### src/rtl/glip_upscale_pkg.sv
// Shared helpers for the GLIP width upscaler: parameter legality and fill-counter sizing.
package glip_upscale_pkg;

  function automatic bit factor_legal(input int factor);
    return (factor >= 2) && (factor <= 8);
  endfunction

  // Fill counter width, never narrower than one bit.
  function automatic int fill_width(input int factor);
    return (factor <= 2) ? 1 : $clog2(factor);
  endfunction

endpackage

### src/rtl/glip_upscale.sv
// Collects FACTOR narrow GLIP words into one little-endian wide word for user logic.
module glip_upscale
  import glip_upscale_pkg::*;
#(
  parameter int WIDTH_IN  = 16,
  parameter int FACTOR    = 2,
  parameter int WIDTH_OUT = WIDTH_IN * FACTOR
) (
  input  logic                            clk_logic,
  input  logic                            rst,
  input  logic                            flush,
  input  logic [WIDTH_IN-1:0]             in_data,
  input  logic                            in_valid,
  output logic                            in_ready,
  output logic [WIDTH_OUT-1:0]            out_data,
  output logic                            out_valid,
  input  logic                            out_ready,
  output logic [fill_width(FACTOR)-1:0]   fill
);

  localparam int FW = fill_width(FACTOR);

  if (!factor_legal(FACTOR) || (WIDTH_OUT != WIDTH_IN * FACTOR)) begin : g_bad_param
    $error("glip_upscale: FACTOR must be 2..8 and WIDTH_OUT must equal WIDTH_IN*FACTOR");
  end

  logic [FW-1:0]                     cnt;
  logic [FACTOR-2:0][WIDTH_IN-1:0]   buf_q;
  logic                              last;
  logic                              out_free;
  logic                              accept;

  // Only the word that completes a group has to wait for the output register.
  assign last     = (cnt == FW'(FACTOR - 1));
  assign out_free = !out_valid || out_ready;
  assign in_ready = !flush && (!last || out_free);
  assign accept   = in_valid && in_ready;
  assign fill     = cnt;

  always_ff @(posedge clk_logic or negedge rst) begin
    if (!rst) begin
      cnt       <= '0;
      buf_q     <= '0;
      out_data  <= '0;
      out_valid <= 1'b0;
    end else if (flush) begin
      cnt       <= '0;
      out_valid <= 1'b0;
    end else begin
      if (accept && !last) begin
        for (int k = 0; k < FACTOR - 1; k++) begin
          if (cnt == FW'(k)) buf_q[k] <= in_data;
        end
        cnt <= cnt + FW'(1);
      end
      // A completion replaces a draining word in the same cycle, so there is no bubble.
      if (accept && last) begin
        out_data  <= {in_data, buf_q};
        out_valid <= 1'b1;
        cnt       <= '0;
      end else if (out_valid && out_ready) begin
        out_valid <= 1'b0;
      end
    end
  end

endmodule

### config.mk
export PLATFORM = sky130hd
export DESIGN_NAME = glip_upscale
export DESIGN_NICKNAME = d
export VERILOG_FILES = /design/src/rtl/glip_upscale_pkg.sv /design/src/rtl/glip_upscale.sv
export SDC_FILE = /design/constraint.sdc
export NUM_CORES = 1
export LEC_CHECK = 0
export BUFFER_PORTS_ARGS = -buffer_cell sky130_fd_sc_hd__buf_2
export CAP_MARGIN = 20
export CORE_ASPECT_RATIO = 1.75
export CORE_UTILIZATION = 57
export CTS_BUF_LIST = sky130_fd_sc_hd__clkbuf_2
export CTS_CLUSTER_SIZE = 28
export DETAILED_ROUTE_END_ITERATION = 8
export PLACE_DENSITY = 0.89
export SYNTH_ARGS = -nofsm -noshare
export SYNTH_HDL_FRONTEND = slang
export SYNTH_SLANG_ARGS = --single-unit
### constraint.sdc
create_clock -name clk_logic -period 2.9 [get_ports clk_logic]
set_clock_uncertainty 0.15 [all_clocks]
set_input_delay 0.29 -clock clk_logic [delete_from_list [all_inputs] [get_ports clk_logic]]
set_output_delay 0.29 -clock clk_logic [all_outputs]
set_load 0.005 [all_outputs]
==> run summary <==
The startpoint identified for the worst register-to-register timing path is out_valid. After synthesis, the cell types taking the most area are dfrtp_1, mux2_2, mux2_4, buf_6, nor3b_2. The number of top-level pins came out at 56. The largest net degree at the start of global routing came out at 51.

The global placer's final weighted congestion came out at 0.6759. The first global-routing pass estimated 5.989 mm of wire. The die boundary height came out at 78.77 um. The count of H-tree levels built during CTS is 2.

The all-layer global routing usage came out at 0.2304. The tightest hold margin came out at 0.08860 ns. The residual antenna-violating net count after detailed routing is 0. The number of antenna violations at the first check in global routing is 0. Measured in cells, the most critical reg-to-reg path has a length of 4. The max-slew violation count is 0. The biggest cell delay along the critical path came out at 0.54 ns. For this design the ratio of total power to cell area is 707.6 mW/mm^2. The wire length on met3 came out at 101 um. The critical path's top delay family is buffers and inverters.

The worst register-to-register path has a setup slack of 1.24 ns. Clock latency on the worst-skew pair, taken at its later pin, is 0.40 ns. The clock tree root buffer cell is clkbuf_2. The count of hold buffers inserted by post-cts repair came out at 19. The number of DRC violations after detailed-routing iteration 0 is 3. For the worst setup path, the data required time is 3.06 ns. In the synthesized netlist, the cells that appear most often are dfrtp_1, mux2_2, buf_6. The detailed-route wire length on metal 1 came out at 1.356 mm. The worst min-delay path category is in -> async. The horizontal extent of the die is 45.87 um. The first TritonRoute pass finished after 3 iterations. The ratio of final minimum period to clock period came out at 0.6034.

The reg-to-reg critical path endpoint is out_data[9]. The worst setup path startpoint is flush. In the synthesized netlist, the number of instances is 112. The HPWL after detailed placement came out at 2.432 mm. The number of flops mapped to enable cells by yosys is 0. The DRC violation count after routing is 0. The post-layout total power is 1.769 mW. The count of inserted antenna diode cells is 0.

The amount of wire on met2 after detailed routing is 2.154 mm. The final sum of negative setup slack came out at 0 ns. The number of port buffers is 55.

The uppermost layer routed is met4. Setup repair after global routing left no endpoint under its margin. The vias after detailed routing came out at 1,202. The post-synthesis average cell area came out at 17.14 um^2. The analysis attributes to cell leakage a power of 1.197 nW. The unique cell type count in the Yosys netlist came out at 13. Across the run, the number of max-cap violations was 0. The flip-flop and latch count after synthesis is 50.

The worst setup path is launched from a primary input. The area of the core is 0.003176 mm^2. The average wire length per cell after detail routing is 15.53 um. The via count of the first global-routing pass is 1,300. The cell at the slowest stage of the critical path is dlygate4sd3_1. The total of endpoints with negative setup slack in the final report is 0.

The number of cells in the finished layout apart from fillers came out at 237. The maximum operating frequency is 571.4 MHz. The cell area after synthesis is 0.001919 mm^2. Together, buffers and inverters on the worst path number 3. The floorplan step defined a die boundary enclosing 0.003613 mm^2. The number of nets in the synthesized netlist came out at 133.

By instance count, the leading cell after synthesis is dfrtp_1. The TritonCTS sink count is 50. The proportion of register bits with asynchronous set or reset after synthesis is 1.000.

The final layout contains 214 nets. The effective utilization at floorplan is 0.6044. The clock buffer count from CTS came out at 5.

The maximum net fanout on the critical path is 19. The total overflow left after global routing is 0. The clock edge transition at the registers on the reported setup and hold paths is 0.21 ns. The sequential element share of the synthesized area came out at 0.6519.

The maximum count of clock buffers along a single path is 2. Summed over all instances, the cell type with the most area after synthesis is dfrtp_1. The post-CTS setup repair buffer count is 0. The measured slew at the worst slew-check pin came out at 0.2512 ns. The flow ran to the end, and the final reports show no timing, DRC or antenna violations. For this block, the routed nets add up to 3.681 mm of wire. The time the final worst path needs with I/O delays and setup came out at 1.750 ns. Traced cell by cell, the critical path runs through dlygate4sd3_1 -> buf_2 -> and4b_1 -> buf_4 -> mux2_2. The most instantiated flip-flop cell in the synthesis netlist is dfrtp_1. The share of post-route cells with drive strength above 1 is 0.5979. The hold violation count in the final report came out at 0. The via density per instance is 5.072. The arrival time at the worst endpoint came out at 1.91 ns. The cell count after placement came out at 208.

The worst setup path is captured at a flop. From synthesis to final layout, the design area changed by 30.25%. During synthesis, Yosys emitted a total of 0 warnings. The total number of placement rows came out at 27.

The worst ir drop on vdd is 0.4283 mV. The worst slew margin relative to its limit came out at 0.8326. The area fraction of the dominant cell type after synthesis came out at 0.6519. Gates resized during post-CTS repair numbered 0. At the end of the flow the core is filled with cells to 0.7872. TritonCTS built the clock tree. The kind of critical path is in -> reg.
-- report_power, final --
group | total (mW) | switching, mW | internal (mW)
clock network | 0.348 | 0.194 | 0.154
logic | 0.439 | 0.159 | 0.280
registers | 0.982 | 0.0994 | 0.883
total | 1.77 | 0.453 | 1.32
-- per-layer routing --
metal	vias to the layer above	global-route usage
met5	-	0
met4	0	0.07059
met3	7	0.04091
met2	34	0.4183
met1	608	0.2576
li1	553	-
-- worst register-to-register path: stages (launching register included) --
cell and delay [ns]:
dfrtp_1 0.45, nand2b_1 0.10, and4b_1 0.21, buf_4 0.28, mux2_2 0.39
-- sequential cells by signal, summed over array words and instances, names as in the netlist --
| name | count |
|---|---|
| out_valid | 1 |
| out_data | 32 |
| buf_q | 16 |
| fill | 1 |
-- cells by family (layout without fill, tap and decap cells) --
family | Yosys count | in the layout | synth area share
multiplexers | 48 | 48 | 0.2894
AO/OA/AOI/OAI | 2 | 2 | 0.005867
AND/OR/NAND/NOR | 6 | 6 | 0.02151
flip-flops | 50 | 50 | 0.6519
buffers and inverters | 6 | 88 | 0.03129
-- cells in the final DEF (no fill, tap or decap), drive strengths merged --
cell and instances:
a21oi 1, nand2 1, a31oi 1, bufinv 1, buf 59, inv 1
mux2 48, nor3 1, dfrtp 50, nor2 1, nand2b 1, dlygate4sd3 20
and4b 1, nor3b 1, clkbuf 7
-- metrics by stage --
step	instance area (um^2)	setup slack (ns)
global route	2500	1.121
global placement	2215	1.323
floorplan	1919	1.260
detailed placement	2215	1.254
CTS	2470	1.189
finish	2500	1.150
-- layout make-up --
cell class | count | area [um^2]
clock buffers | 7 | 35.03
repair buffers | 79 | 518.0
multi-input cells | 56 | 608.1
clock inverters | 1 | 30.03
fillers | 220 | 675.6
well taps | 43 | 53.80
inverters | 1 | 3.754
flip-flops and latches | 50 | 1251
-- worst max path at each step --
stage	endpoint	slack, ns	cells after the start
6_report	out_data[9]	1.15	5
5_1_grt	out_data[9]	1.12	5
4_1_cts	out_data[9]	1.19	5
3_5_place_dp	out_data[9]	1.25	5
3_3_place_gp	out_data[18]	1.32	5
2_1_floorplan	buf_q[10]	1.26	3
Note: power is estimated with default switching activity, not from simulation.
